### src/rtl/calc_pkg.sv
// Shared types for the calculator command sequencer: opcodes, flag width,
// FSM states and the opcode legality check.
`timescale 1ns/1ps
package calc_pkg;

  localparam int unsigned FLAG_W = 3;

  typedef enum logic [3:0] {
    OP_ADD   = 4'h0,
    OP_SUB   = 4'h1,
    OP_AND   = 4'h2,
    OP_OR    = 4'h3,
    OP_XOR   = 4'h4,
    OP_INC   = 4'h5,
    OP_DEC   = 4'h6,
    OP_NOT   = 4'h7,
    OP_NEG   = 4'h8,
    OP_SHL   = 4'h9,
    OP_SHR   = 4'hA,
    OP_RSV_B = 4'hB,
    OP_RSV_C = 4'hC,
    OP_MIN   = 4'hD,
    OP_MAX   = 4'hE,
    OP_EQU   = 4'hF
  } op_e;

  typedef enum logic [2:0] {
    ST_IDLE,
    ST_SETUP,
    ST_GO,
    ST_WAIT,
    ST_RESP
  } state_e;

  // Opcodes 0xB and 0xC have no calculator function and are discarded.
  function automatic logic is_legal_op(input logic [3:0] op);
    return !((op == OP_RSV_B) || (op == OP_RSV_C));
  endfunction

endpackage

### src/rtl/calc_cmd_seq_if.sv
// Command and response handshake bundle of the sequencer.
`timescale 1ns/1ps
interface calc_cmd_seq_if;
  import calc_pkg::*;

  logic              cmd_valid;
  logic              cmd_ready;
  logic [3:0]        cmd_op;
  logic [7:0]        cmd_operand;

  logic              rsp_valid;
  logic              rsp_ready;
  logic [3:0]        rsp_op;
  logic [7:0]        rsp_result;
  logic [FLAG_W-1:0] rsp_flags;

  // Sequencer side: accepts commands, produces responses.
  modport slave (
    input  cmd_valid, cmd_op, cmd_operand, rsp_ready,
    output cmd_ready, rsp_valid, rsp_op, rsp_result, rsp_flags
  );

  // Environment side: issues commands, consumes responses.
  modport master (
    output cmd_valid, cmd_op, cmd_operand, rsp_ready,
    input  cmd_ready, rsp_valid, rsp_op, rsp_result, rsp_flags
  );
endinterface

### src/rtl/calc_cmd_fifo.sv
// Synchronous command FIFO, power-of-two depth, registered occupancy.
`timescale 1ns/1ps
module calc_cmd_fifo #(
  parameter int unsigned DEPTH = 4,
  parameter int unsigned WIDTH = 12
) (
  input  logic                     clk,
  input  logic                     rst,
  input  logic                     push_i,
  input  logic [WIDTH-1:0]         push_data_i,
  input  logic                     pop_i,
  output logic [WIDTH-1:0]         pop_data_o,
  output logic                     full_o,
  output logic                     empty_o,
  output logic [$clog2(DEPTH):0]   count_o
);

  localparam int unsigned AW = $clog2(DEPTH);
  localparam int unsigned CW = AW + 1;

  logic [WIDTH-1:0] mem [DEPTH];
  logic [AW-1:0]    wr_ptr_q, wr_ptr_d;
  logic [AW-1:0]    rd_ptr_q, rd_ptr_d;
  logic [CW-1:0]    count_q,  count_d;
  logic             do_push, do_pop;

  assign full_o     = (count_q == CW'(DEPTH));
  assign empty_o    = (count_q == '0);
  assign count_o    = count_q;
  assign pop_data_o = mem[rd_ptr_q];

  assign do_push = push_i && !full_o;
  assign do_pop  = pop_i && !empty_o;

  // Next pointers and occupancy; push and pop together leave the count unchanged.
  always_comb begin
    wr_ptr_d = wr_ptr_q;
    rd_ptr_d = rd_ptr_q;
    count_d  = count_q;
    if (do_push) wr_ptr_d = wr_ptr_q + 1'b1;
    if (do_pop)  rd_ptr_d = rd_ptr_q + 1'b1;
    case ({do_push, do_pop})
      2'b10:   count_d = count_q + 1'b1;
      2'b01:   count_d = count_q - 1'b1;
      default: count_d = count_q;
    endcase
  end

  // Pointer and occupancy registers.
  always_ff @(posedge clk or posedge rst) begin
    if (rst) begin
      wr_ptr_q <= '0;
      rd_ptr_q <= '0;
      count_q  <= '0;
    end else begin
      wr_ptr_q <= wr_ptr_d;
      rd_ptr_q <= rd_ptr_d;
      count_q  <= count_d;
    end
  end

  // Storage write; contents need no reset since occupancy gates every read.
  always_ff @(posedge clk) begin
    if (do_push) mem[wr_ptr_q] <= push_data_i;
  end

endmodule

### src/rtl/calc_cmd_seq.sv
// Queues calculator commands and steps each through setup, execute strobe,
// settle and response hand-off, one command in flight at a time.
`timescale 1ns/1ps
module calc_cmd_seq
  import calc_pkg::*;
#(
  parameter int unsigned DEPTH  = 4,
  parameter int unsigned SETTLE = 1
) (
  input  logic                   clk,
  input  logic                   rst,
  calc_cmd_seq_if.slave          bus,
  output logic [7:0]             calc_operand,
  output logic [3:0]             calc_op,
  output logic                   calc_go,
  input  logic [7:0]             calc_result,
  input  logic [FLAG_W-1:0]      calc_flags,
  output logic                   bad_op,
  output logic [$clog2(DEPTH):0] fifo_count
);

  logic [11:0]       fifo_head;
  logic              fifo_full, fifo_empty, fifo_pop;
  logic [3:0]        head_op;
  logic [7:0]        head_operand;

  state_e            state_q;
  logic [1:0]        wait_cnt_q;
  logic [3:0]        calc_op_q;
  logic [7:0]        calc_operand_q;
  logic              calc_go_q;
  logic              bad_op_q;
  logic              rsp_valid_q;
  logic [3:0]        rsp_op_q;
  logic [7:0]        rsp_result_q;
  logic [FLAG_W-1:0] rsp_flags_q;

  assign head_op      = fifo_head[11:8];
  assign head_operand = fifo_head[7:0];
  assign fifo_pop     = (state_q == ST_IDLE) && !fifo_empty;

  calc_cmd_fifo #(
    .DEPTH (DEPTH),
    .WIDTH (12)
  ) u_fifo (
    .clk         (clk),
    .rst         (rst),
    .push_i      (bus.cmd_valid),
    .push_data_i ({bus.cmd_op, bus.cmd_operand}),
    .pop_i       (fifo_pop),
    .pop_data_o  (fifo_head),
    .full_o      (fifo_full),
    .empty_o     (fifo_empty),
    .count_o     (fifo_count)
  );

  assign bus.cmd_ready  = !fifo_full;
  assign bus.rsp_valid  = rsp_valid_q;
  assign bus.rsp_op     = rsp_op_q;
  assign bus.rsp_result = rsp_result_q;
  assign bus.rsp_flags  = rsp_flags_q;
  assign calc_op        = calc_op_q;
  assign calc_operand   = calc_operand_q;
  assign calc_go        = calc_go_q;
  assign bad_op         = bad_op_q;

  // Command sequencing FSM with all outputs registered.
  always_ff @(posedge clk or posedge rst) begin
    if (rst) begin
      state_q        <= ST_IDLE;
      wait_cnt_q     <= '0;
      calc_op_q      <= '0;
      calc_operand_q <= '0;
      calc_go_q      <= 1'b0;
      bad_op_q       <= 1'b0;
      rsp_valid_q    <= 1'b0;
      rsp_op_q       <= '0;
      rsp_result_q   <= '0;
      rsp_flags_q    <= '0;
    end else begin
      bad_op_q <= 1'b0;
      unique case (state_q)
        ST_IDLE: begin
          if (!fifo_empty) begin
            if (is_legal_op(head_op)) begin
              calc_op_q      <= head_op;
              calc_operand_q <= head_operand;
              state_q        <= ST_SETUP;
            end else begin
              bad_op_q <= 1'b1;
            end
          end
        end
        ST_SETUP: begin
          calc_go_q <= 1'b1;
          state_q   <= ST_GO;
        end
        ST_GO: begin
          calc_go_q  <= 1'b0;
          wait_cnt_q <= 2'(SETTLE - 1);
          state_q    <= ST_WAIT;
        end
        ST_WAIT: begin
          if (wait_cnt_q == '0) begin
            rsp_op_q     <= calc_op_q;
            rsp_result_q <= calc_result;
            rsp_flags_q  <= calc_flags;
            rsp_valid_q  <= 1'b1;
            state_q      <= ST_RESP;
          end else begin
            wait_cnt_q <= wait_cnt_q - 1'b1;
          end
        end
        ST_RESP: begin
          if (bus.rsp_ready) begin
            rsp_valid_q <= 1'b0;
            state_q     <= ST_IDLE;
          end
        end
        default: state_q <= ST_IDLE;
      endcase
    end
  end

endmodule

### src/flat_wrapper.sv
// flat-port wrapper written by rule: the top's interface ports become plain ports
module calc_cmd_seq_flat import calc_pkg::*;
#(
  parameter int unsigned DEPTH  = 4,
  parameter int unsigned SETTLE = 1
)
  (clk, rst, calc_operand, calc_op, calc_go, calc_result, calc_flags, bad_op, fifo_count, bus_cmd_valid, bus_cmd_op, bus_cmd_operand, bus_rsp_ready, bus_cmd_ready, bus_rsp_valid, bus_rsp_op, bus_rsp_result, bus_rsp_flags);
  calc_cmd_seq_if bus_i ();
  input  logic clk;
  input  logic rst;
  output logic [7:0] calc_operand;
  output logic [3:0] calc_op;
  output logic calc_go;
  input  logic [7:0] calc_result;
  input  logic [FLAG_W-1:0] calc_flags;
  output logic bad_op;
  output logic [$clog2(DEPTH):0] fifo_count;
  input wire logic [$bits(bus_i.cmd_valid)-1:0] bus_cmd_valid;
  input wire logic [$bits(bus_i.cmd_op)-1:0] bus_cmd_op;
  input wire logic [$bits(bus_i.cmd_operand)-1:0] bus_cmd_operand;
  input wire logic [$bits(bus_i.rsp_ready)-1:0] bus_rsp_ready;
  output wire logic [$bits(bus_i.cmd_ready)-1:0] bus_cmd_ready;
  output wire logic [$bits(bus_i.rsp_valid)-1:0] bus_rsp_valid;
  output wire logic [$bits(bus_i.rsp_op)-1:0] bus_rsp_op;
  output wire logic [$bits(bus_i.rsp_result)-1:0] bus_rsp_result;
  output wire logic [$bits(bus_i.rsp_flags)-1:0] bus_rsp_flags;
  assign bus_i.cmd_valid = bus_cmd_valid;
  assign bus_i.cmd_op = bus_cmd_op;
  assign bus_i.cmd_operand = bus_cmd_operand;
  assign bus_i.rsp_ready = bus_rsp_ready;
  assign bus_cmd_ready = bus_i.cmd_ready;
  assign bus_rsp_valid = bus_i.rsp_valid;
  assign bus_rsp_op = bus_i.rsp_op;
  assign bus_rsp_result = bus_i.rsp_result;
  assign bus_rsp_flags = bus_i.rsp_flags;
  calc_cmd_seq #(.DEPTH(DEPTH), .SETTLE(SETTLE)) u_core (.clk(clk), .rst(rst), .bus(bus_i), .calc_operand(calc_operand), .calc_op(calc_op), .calc_go(calc_go), .calc_result(calc_result), .calc_flags(calc_flags), .bad_op(bad_op), .fifo_count(fifo_count));
endmodule
### config.mk
export PLATFORM = sky130hd
export DESIGN_NAME = calc_cmd_seq_flat
export DESIGN_NICKNAME = d
export VERILOG_FILES = /design/src/rtl/calc_pkg.sv /design/src/rtl/calc_cmd_seq_if.sv /design/src/rtl/calc_cmd_fifo.sv /design/src/rtl/calc_cmd_seq.sv /design/src/flat_wrapper.sv
export SDC_FILE = /design/constraint.sdc
export NUM_CORES = 1
export LEC_CHECK = 0
export BUFFER_PORTS_ARGS = -buffer_cell sky130_fd_sc_hd__buf_4
export CORE_MARGIN = 2
export CORE_UTILIZATION = 55
export DETAILED_ROUTE_END_ITERATION = 8
export HOLD_SLACK_MARGIN = 0.15
export PLACE_DENSITY = 0.85
export RECOVER_POWER = 25
export SETUP_SLACK_MARGIN = 0.2
export SYNTH_ARGS = -nofsm -noshare
export SYNTH_HDL_FRONTEND = slang
export SYNTH_SLANG_ARGS = --single-unit
export TNS_END_PERCENT = 30
### constraint.sdc
create_clock -name clk -period 2.7 [get_ports clk]
set_clock_uncertainty 0.15 [all_clocks]
set_input_delay 0.27 -clock clk [delete_from_list [all_inputs] [get_ports clk]]
set_output_delay 0.27 -clock clk [all_outputs]
set_load 0.01 [all_outputs]
### Word-level counts from Yosys, hierarchy flattened

Memory sizes are Yosys's and may differ from the RTL's.
Index checks and enable logic that the tools add are counted.

* register bits after elaboration: 42
* RAM bits: 48
* input bits: 27
* output and inout port bits: 34
* logic and storage cells: 70
* memories: 1

* add/sub/neg operators: 5
* equal/unequal tests: 14
* multiplexer cells: 17
* bitwise operators: 2
* reduce and logical (&&, ||, !) cells: 18

Memory list
* u_core.u_fifo.mem: words 4, bits a word 12, rd ports 1, clocked after Yosys merged registers in 0, write ports 1, RTL line calc_cmd_fifo.sv:21 `logic [WIDTH-1:0] mem [DEPTH];`

Operator list (number)
* 3-bit one-hot mux with 5 select lines: 1
* 3-bit 2-to-1 mux: 4
* 4-bit equality test, second input constant: 2
* 2-bit != test, second input constant: 4
* 2-bit nonzero test: 4
* 1-bit 2-to-1 mux: 7
* 3-bit by 2-bit equality test with 1-bit output, second input constant: 2
* 3-bit equality test, second input constant: 2
* 3-bit logical NOT: 2
* 3-bit one-hot mux with 2 select lines: 1
* 3-bit AND reduction: 2
* 2-bit by 1-bit adder with 2-bit output, second input constant: 2
* 1-bit one-hot mux with 2 select lines: 2
* 2-bit one-hot mux with 2 select lines: 1
* 2-bit AND reduction: 2
* 4-bit AND reduction: 1
* 3-bit by 1-bit adder with 3-bit output, second input constant: 1
* 3-bit by 1-bit equality test with 1-bit output, second input constant: 1
* 1-bit logical AND: 3
* 3-bit by 1-bit subtractor with 3-bit output, second input constant: 1
* 2-bit by 1-bit equality test with 1-bit output, second input constant: 1
* 2-bit equality test, second input constant: 1
* 1-bit logical NOT: 2
* 2-bit logical NOT: 1
* other kinds (5): 6

### Depth between registers and ports, before layout

Gate-level depths: netlist (run 1).

* depth in word-level cells: 6
* mapped depth: 10
* depth with buffers taken out: 10

### Cells and area by module

From an unflattened synthesis (run 1), not the netlist that was laid out.

* cells, all modules: 206
* area, all modules: 3671.0 µm²

By module, submodules not included
* calc_cmd_fifo: instances 1, cells each 101, area each 2192.1 µm², seq. area each 1616.6 µm²
* calc_cmd_seq: instances 1, cells each 105, area each 1478.9 µm², seq. area each 875.8 µm²

### Worst setup path before layout (run 1)

No wires, ideal clock.

* kind: flip-flop to flip-flop
* start point: reg u_core.state_q[1]
* end point: reg u_core.u_fifo.count_q[2] (netlist: u_core.u_fifo.count_o[2])
* library setup time: 0.079 ns
* data arrival time: 1.990 ns
* required time: 2.471 ns
* path slack: 0.481 ns
* cell stages (with the launch flop): 9
* buffers on the path: 1
* clock period less this slack: 2.219 ns
* path through: dfrtp_1 > clkbuf_1 > nor4_2 > ha_1 > inv_1 > fa_1 > xor2_1 > nor2_1 > xor2_1

* longest elaborated chain between the ends: 5
* elaborated cells on any way between the ends: 7
* those cells by class: eq/ne (2); mux (1); reduce/logical (4)

RTL lines
* start, declared: RTL line calc_cmd_seq.sv:27 `state_e state_q;`
* start signal, assigned: RTL line calc_cmd_seq.sv:70 `state_q <= ST_IDLE;`
* start signal, assigned: RTL line calc_cmd_seq.sv:88 `state_q <= ST_SETUP;`
* start signal, assigned: RTL line calc_cmd_seq.sv:96 `state_q <= ST_GO;`
* 3-bit logical NOT (*): RTL line calc_cmd_seq.sv:40 `assign fifo_pop = (state_q == ST_IDLE) && !fifo_empty;`
* 1-bit logical AND (*): RTL line calc_cmd_seq.sv:40
* 1-bit logical AND (*): RTL line calc_cmd_fifo.sv:33 `assign do_pop = pop_i && !empty_o;`
* named net u_core.u_fifo.do_pop: RTL line calc_cmd_fifo.sv:25 `logic do_push, do_pop;`
* 2-bit by 1-bit equality test with 1-bit output / 2-bit equality test (equally long branches): RTL line calc_cmd_fifo.sv:42 `case ({do_push, do_pop})`
* 3-bit one-hot mux with 2 select lines / 2-bit nonzero test (equally long branches)
* end signal, assigned: RTL line calc_cmd_fifo.sv:58 `count_q <= count_d;`
* end, declared: RTL line calc_cmd_fifo.sv:24 `logic [CW-1:0] count_q, count_d;`

Mark *: on every way through the listed nets, which the timed path passes. The rest lies on a longest branch.
A chain may end at the register's enable or synchronous reset.

### Worst setup path after layout (run 1)

* start point: reg u_core.u_fifo.rd_ptr_q[0]
* end point: reg u_core.calc_operand_q[4] (netlist: u_core.calc_operand[4])

* longest elaborated chain between the ends: 5
* elaborated cells on any way between the ends: 6
* those cells by class: eq/ne (2); bitwise (1); reduce/logical (2); memory (1)

RTL lines
* start, declared: RTL line calc_cmd_fifo.sv:23 `logic [AW-1:0] rd_ptr_q, rd_ptr_d;`
* start signal, assigned: RTL line calc_cmd_fifo.sv:57 `rd_ptr_q <= rd_ptr_d;`
* memory read 4 x 12 bit (*)
* 4-bit equality test: RTL line calc_pkg.sv:37 `return !((op == OP_RSV_B) || (op == OP_RSV_C));`
* 1-bit logical OR: RTL line calc_pkg.sv:37
* 1-bit inverter (no source line)
* 3-bit AND reduction (no source line)
* end signal, assigned: RTL line calc_cmd_seq.sv:87 `calc_operand_q <= head_operand;`
* end, declared: RTL line calc_cmd_seq.sv:30 `logic [7:0] calc_operand_q;`

Every way passes the cells marked *; elsewhere a longest branch is shown, timed or not.

==> metrics.csv, run 1 <==
stage,metric,value,unit
synthesis,Synth Cell Area,0.003580,mm^2
critical_path,CP Max Fanout,12,
global_route,GRT overflow,0,
global_route,first-pass GRT wire length,10900,um
floorplan,die height,84.68,um
global_route,antenna violations before repair,0,
global_route,GR Util All Layers,0.1989,
floorplan,# rows,29,
critical_path,WS Path Type,reg2reg,
synthesis,#FFs+latches synth,90,
pwr,pwr dens,1131,mW/mm^2
timing,setup violators final,0,
synthesis,"Seq/Total Area, Yosys",0.6963,
floorplan,core footprint,0.006314,mm^2
cells_and_area,layout cell share with drive strength beyond 1,0.3679,
synthesis,Yosys cell types,32,
run,Max Cap Viol,0,
cells_and_area,Layout area overhead,26.98,%
global_route,vias in the first global route,2227,
timing,Final Max Slew Viols,0,
timing,final hold viol count,0,
place,routability cong.,0.7171,
synthesis,Async SR Flop Fraction,0.4667,
route,wire per inst,17.26,um
synthesis,Synth Area per Inst,17.99,um^2
timing,setup TNS,0,ns
route,TritonRoute pass-1 iters,4,
global_route,largest net degree at the start of global routing,23,
critical_path,CP arrival,2.39,ns
clocking,"Clk pin slew, worst setup/hold paths",0.09,ns
clocking,Max clock buf depth,2,
pwr,Seq pwr share,0.434,
pwr,peak supply drop,0.0006068,V
synthesis,Post-Syn Instances,199,
clocking,clk_lat worst skew,0.35,ns
route,Iteration-0 DRC Markers,95,
place,dpl hpwl,4432,um
critical_path,Crit. End Element,register,
timing,post-route clock period utilization,0.8547,
pwr,Sw Share,0.3148,
synthesis,syn_nets,233,
clocking,Post-CTS Setup Bufs,0,
timing,normalized max-slew margin,0.5309,
critical_path,Worst setup SP type,register,
pwr,combinational power share,0.382,
synthesis,Post-synth EDFFs,48,
place,pre-CTS WS,0.4112,ns
timing,Peak Freq,433.3,MHz
pwr,Leakage,1.845,nW
clocking,"Gates resized, CTS repair",0,
clocking,CTS buffer count,9,
synthesis,yosys warns,0,
route,DRC viols,0,
cells_and_area,number of diodes,0,
cells_and_area,final-stage net count,328,
place,PortBufs,60,
timing,Worst Tran Pin Value,0.6994,ns
cells_and_area,FF/Latch Area,0.002492,mm^2
pwr,Cell Int Power,3.523,mW
clocking,CTS tree,built,
cells_and_area,multi-input logic area,0.001003,mm^2
timing,post-layout worst setup margin,0.3922,ns
cells_and_area,Finished Cell Area,0.004546,mm^2
floorplan,die footprint,0.007170,mm^2
clocking,CTS H-tree depth,3,
critical_path,critical path data required time,2.79,ns
route,final wirelength,6489,um
status,status,"complete, no violations",
timing,unrepaired setup endpoints after global routing,false,
floorplan,# IOs,61,
floorplan,Die W,84.68,um
pwr,switching pwr,1.619,mW
route,DR vias/cell,5.378,
place,placed cell areas,0.004129,mm^2
route,Antenna Violating Nets Remaining,0,
pwr,Clock Power Share,0.184,
hold_path,Worst Hold Class,in2reg,
clocking,root buf cell,clkbuf_8,
synthesis,top_reg_cell synth,edfxtp_1,
cells_and_area,Fill cells,414,
clocking,hold_buf cts,25,
timing,Hold WS,0.1521,ns
clocking,Sink Count,90,
floorplan,Starting Density,0.5670,
route,DR vias,2022,
timing,crit path time final,2.308,ns
kinds of logic after synthesis:
| kind of cell | Yosys count | synth area share |
|---|---|---|
| flip-flops | 90 | 0.6963 |
| multiplexers | 41 | 0.1769 |
| AND/OR/NAND/NOR | 24 | 0.03950 |
| buffers and inverters | 18 | 0.02342 |
| AO/OA/AOI/OAI | 13 | 0.02272 |
| adder cells (fa/ha/maj) | 7 | 0.02656 |
| XOR/XNOR | 6 | 0.01468 |
layout by cell type, fill, tap and decap left out, drive strengths merged, types with 3 or more instances in the layout:
cell / instances
xor2: 3
dfrtp: 42
clkbuf: 24
and3: 5
nor2: 4
inv: 12
buf: 53
a21oi: 3
edfxtp: 48
mux4: 12
ha: 6
o21ai: 5
mux2: 28
dlygate4sd3: 25
xnor2: 3
nand2: 5
worst max-delay path: stages (launching register included):
cell and delay [ns]:
dfrtp_1 0.53, mux4_2 0.60, nand4bb_1 0.28, and3_4 0.28, mux2_1 0.34
power by group through the flow:
stage                     clock network [mW]  registers, mW  logic (mW)
after floorplan                            0           2.24        1.24
after global placement                     0           2.23        1.87
after detailed placement                   0           2.26        1.96
after CTS                              0.964           2.24        1.99
after global routing                    1.02           2.29        2.13
final                                  0.946           2.23        1.96
synthesized netlist by cell type (all sizes together), types with 4 or more instances:
cell type	count	area, um^2
mux2	28	352.8
ha	6	75.07
dfrtp	42	1051
o21ai	5	25.02
nand2	5	18.77
clkbuf	4	15.01
inv	11	41.29
mux4	12	270.3
and3	5	36.28
nor2	4	15.01
edfxtp	48	1441
stage by stage:
step                  util  cells  total power, mW
floorplan                -    199            3.480
global placement    0.6540    335            4.104
detailed placement  0.6540    335            4.220
CTS                 0.7271    376            5.192
global route        0.7200    376            5.447
finish              0.7200    376            5.142
sequential cells by signal (all words and copies together), names as in the netlist:
signal                  flops
u_core.u_fifo.mem          48
u_core.bus.rsp_result       8
u_core.calc_operand         8
u_core.bus.rsp_op           4
u_core.calc_op              4
u_core.bus.rsp_flags        3
u_core.state_q              3
u_core.u_fifo.count_o       3
u_core.u_fifo.rd_ptr_q      2
u_core.u_fifo.wr_ptr_q      2
u_core.wait_cnt_q           2
u_core.bad_op               1
u_core.bus.rsp_valid        1
u_core.calc_go              1
layout make-up:
type                       count  area share
multi-input combinational     91      0.2208
clock inverter                 5     0.01321
inverter                      11    0.009083
tap                           77     0.02119
timing repair buffer          91      0.1541
clock buffer                  11     0.03331
sequential                    90      0.5483
per-layer routing:
layer,track usage,wire [um],up-vias
met2,0.3314,3335,61
met4,0.09380,156,0
met3,0.03736,298,13
met5,0,0,-
met1,0.2545,2699,1012
li1,-,-,936
worst paths after layout:
check,start,to,slack (ns),cells past startpoint
max,u_core.u_fifo.rd_ptr_q[0],u_core.calc_operand[4],0.39,4
min,bus_cmd_valid,u_core.u_fifo.wr_ptr_q[0],0.15,3
max reg2reg,u_core.u_fifo.rd_ptr_q[0],u_core.calc_operand[4],0.39,4
min reg2reg,u_core.bus.rsp_op[2],u_core.bus.rsp_op[2],0.36,1
max in group asynchronous,rst,u_core.u_fifo.wr_ptr_q[0],1.37,4
min in group asynchronous,rst,u_core.bus.rsp_result[1],0.34,3
Power figures use the tool's default switching activity.
==> inputs of run 2 (changes only) <==
- ABC_AREA: unset -> 1
- CORE_UTILIZATION: 55 -> 56
- PLACE_DENSITY: 0.85 -> 0.86
==> run 2 against run 1 <==
- largest cell class unchanged
- synthesized area grew 6.1%
- clock power shrank 11%
- cell count grew 34%
- die area grew 4.0%
- critical path type unchanged
- total power grew 3.9%
- combinational power grew 18%
- non-clock buffer count grew 2
- maximum frequency grew 1.4%
==> metrics.csv, run 2 <==
stage,metric,value,unit,change
global_route,GR Util All Layers,0.2110,,was 0.1989
cells_and_area,Fill cells,472,,was 414
cells_and_area,number of diodes,0,,unchanged
cells_and_area,max FFs per register,48,,unchanged
route,wire per inst,14.79,um,was 17.26 um
critical_path,CP arrival,2.37,ns,was 2.39 ns
hold_path,Worst Hold Class,in2reg,,unchanged
route,Antenna Violating Nets Remaining,0,,unchanged
floorplan,die height,86.36,um,was 84.68 um
cells_and_area,"Most flops, register",u_core.u_fifo.mem,,unchanged
timing,Hold WS,0.2396,ns,was 0.1521 ns
timing,setup violators final,0,,unchanged
timing,post-layout worst setup margin,0.4245,ns,was 0.3922 ns
synthesis,top-count cell post-synth,nand2_1,,was edfxtp_1
synthesis,Post-Syn Instances,325,,was 199
run,Max Cap Viol,0,,unchanged
critical_path,Crit. End Element,register,,unchanged
pwr,switching pwr,2.099,mW,was 1.619 mW
synthesis,Async SR Flop Fraction,0.4667,,unchanged
synthesis,Yosys cell types,25,,was 32
synthesis,"Seq/Total Area, Yosys",0.6561,,was 0.6963
pwr,overall power,5.343,mW,was 5.142 mW
critical_path,Worst setup SP type,register,,unchanged
cells_and_area,final-stage net count,452,,was 328
cells_and_area,"most common cell after layout, fill and taps aside",nand2_1,,was buf_4
global_route,vias in the first global route,2613,,"was 2,227"
route,TritonRoute pass-1 iters,4,,unchanged
cells_and_area,Final Instance Count excl. Fillers,503,,was 376
pwr,combinational power share,0.431,,was 0.382
clocking,Sink Count,90,,unchanged
cells_and_area,Layout area overhead,24.04,%,was 26.98%
timing,Peak Freq,439.5,MHz,was 433.3 MHz
critical_path,critical path data required time,2.79,ns,about the same
pwr,peak supply drop,0.0004370,V,was 0.0006068 V
clocking,Post-CTS Setup Bufs,0,,unchanged
place,routability cong.,0.8273,,was 0.7171
timing,Worst Tran Pin Value,1.002,ns,was 0.6994 ns
route,final wirelength,7440,um,was 6489 um
route,DR vias/cell,5.276,,was 5.378
cells_and_area,"commonest cells after routing, fill and taps aside","nand2_1 (58), buf_4 (54), edfxtp_1 (48), dfrtp_1 (42)",,"was buf_4 (53), edfxtp_1 (48), dfrtp_1 (42), dlygate4sd3_1 (25), mux2_2 (16)"
timing,Final Max Slew Viols,0,,unchanged
timing,normalized max-slew margin,0.3320,,was 0.5309
global_route,first-pass GRT wire length,12010,um,"was 10,900 um"
floorplan,Starting Density,0.5685,,was 0.5670
clocking,CTS buffer count,9,,unchanged
place,pre-CTS WS,0.3790,ns,was 0.4112 ns
pwr,Sw Share,0.3929,,was 0.3148
pwr,Seq pwr share,0.410,,was 0.434
timing,post-route clock period utilization,0.8428,,was 0.8547
status,status,"complete, no violations",,unchanged
pwr,Leakage,2.067,nW,was 1.845 nW
place,Placed Instances,462,,was 335
floorplan,die footprint,0.007458,mm^2,was 0.007170 mm^2
clocking,root buf cell,clkbuf_8,,unchanged
synthesis,yosys warns,0,,unchanged
floorplan,core footprint,0.006681,mm^2,was 0.006314 mm^2
clocking,"Clk pin slew, worst setup/hold paths",0.09,ns,about the same
place,PortBufs,60,,unchanged
synthesis,Post-synth EDFFs,48,,unchanged
floorplan,Die W,86.36,um,was 84.68 um
clocking,CTS tree,built,,unchanged
route,DR vias,2654,,"was 2,022"
synthesis,Synth area leader,edfxtp_1,,unchanged
synthesis,share of Yosys cell area claimed by the top area cell type,0.3794,,was 0.4027
timing,final hold viol count,0,,unchanged
critical_path,WS Path Type,reg2reg,,unchanged
route,Iteration-0 DRC Markers,218,,was 95
floorplan,# rows,30,,was 29
clocking,clk_lat worst skew,0.36,ns,was 0.35 ns
global_route,GRT overflow,0,,unchanged
synthesis,top_reg_cell synth,edfxtp_1,,unchanged
synthesis,Synth Area per Inst,11.69,um^2,was 17.99 um^2
place,dpl hpwl,4810,um,was 4432 um
pwr,Clock Power Share,0.158,,was 0.184
synthesis,syn_nets,359,,was 233
synthesis,"top cells by area, synth","edfxtp_1 (38%), dfrtp_1 (28%), nand2_1 (5.7%), mux2_2 (4.4%), nor2_1 (3.5%)",,"was edfxtp_1 (40%), dfrtp_1 (29%), mux4_2 (7.5%), mux2_2 (5.0%), mux2_4 (4.2%)"
timing,unrepaired setup endpoints after global routing,false,,unchanged
synthesis,Synth Cell Area,0.003799,mm^2,was 0.003580 mm^2
floorplan,# IOs,61,,unchanged
pwr,Cell Int Power,3.243,mW,was 3.523 mW
timing,crit path time final,2.275,ns,was 2.308 ns
route,DRC viols,0,,unchanged
pwr,pwr dens,1134,mW/mm^2,was 1131 mW/mm^2
synthesis,#FFs+latches synth,90,,unchanged
cells_and_area,layout cell share with drive strength beyond 1,0.2671,,was 0.3679
clocking,CTS H-tree depth,3,,unchanged
global_route,largest net degree at the start of global routing,43,,was 23
clocking,Max clock buf depth,2,,unchanged
critical_path,CP Max Fanout,27,,was 12
timing,setup TNS,0,ns,unchanged
global_route,antenna violations before repair,0,,unchanged
synthesis,Synth top cells by count,"nand2_1 (58), edfxtp_1 (48), dfrtp_1 (42), nor2_1 (35), inv_1 (34)",,"was edfxtp_1 (48), dfrtp_1 (42), mux2_2 (16), mux4_2 (12), inv_1 (11)"
==> run 2: critical path, stage by stage, from the launching register on <==
cell     delay (ns)
dfrtp_1        0.63
inv_6          0.17
nand2_1        0.10
nand3_1        0.07
nand2_1        0.16
nor2_1         0.10
nand2_2        0.10
nand4_4        0.38
nand2_1        0.22
o21ai_2        0.07
==> run 2: power by group through the flow <==
stage	clock network, mW	registers [mW]	logic, mW
finish	0.846	2.19	2.31
global route	0.915	2.24	2.56
CTS	0.860	2.19	2.31
detailed placement	0	2.21	2.26
global placement	0	2.18	2.15
floorplan	0	2.24	1.50
==> run 2: cell families (layout without fill, tap and decap cells) <==
logic type                 count (synthesis)  in the layout  synth area share
and+or+nand+nor                          118            118            0.1327
DFF                                       90             90            0.6561
buffers and inverters                     47            145           0.05928
AOI/OAI and AO/OA                         44             44           0.07312
muxes                                     15             15           0.04447
adders and majority gates                  7              7           0.02503
xor gates and xnor gates                   4              4          0.009224
==> run 2: path summary, 6_finish.rpt <==
path                                                 from                         to  slack (ns)  cells past startpoint
worst max-delay path            u_core.u_fifo.rd_ptr_q[0]     u_core.calc_operand[2]        0.42                      9
worst min-delay path                        bus_cmd_valid  u_core.u_fifo.wr_ptr_q[0]        0.24                      3
worst max register to register  u_core.u_fifo.rd_ptr_q[0]     u_core.calc_operand[2]        0.42                      9
worst min register to register     u_core.calc_operand[4]     u_core.calc_operand[4]        0.35                      2
max in group asynchronous                             rst  u_core.u_fifo.rd_ptr_q[1]        1.14                      4
min in group asynchronous                             rst    u_core.bus.rsp_flags[1]        0.64                      4
==> run 2: stage by stage <==
stage | util | instance area [um^2]
2_1_floorplan | - | 3799
3_5_place_dp | 0.6472 | 4324
6_report | 0.7052 | 4712
3_3_place_gp | 0.6472 | 4324
5_1_grt | 0.7052 | 4712
4_1_cts | 0.7120 | 4757
==> run 2: what timing repair did <==
action,4_1_cts,5_1_grt
hold buffers,25,0
endpoints found under the setup margin,0,1
hold endpoints to repair,103,0
gates resized for setup,0,1
==> run 2: metal layers <==
metal	vias up	track usage	share of wire
met2	122	0.3706	0.51
met4	0	0.08523	0.0094
li1	1264	-	-
met1	1261	0.2500	0.40
met3	7	0.04952	0.079
met5	-	0	0
==> run 2: final cells by class <==
type,count,area [um^2],area share
Multi-Input combinational cell,188,1084,0.2300
Clock inverter,7,58.81,0.01248
Sequential cell,90,2492,0.5289
Inverter,36,140.1,0.02974
Tap cell,80,100.1,0.02124
Timing Repair Buffer,93,713.2,0.1514
Clock buffer,9,123.9,0.02629
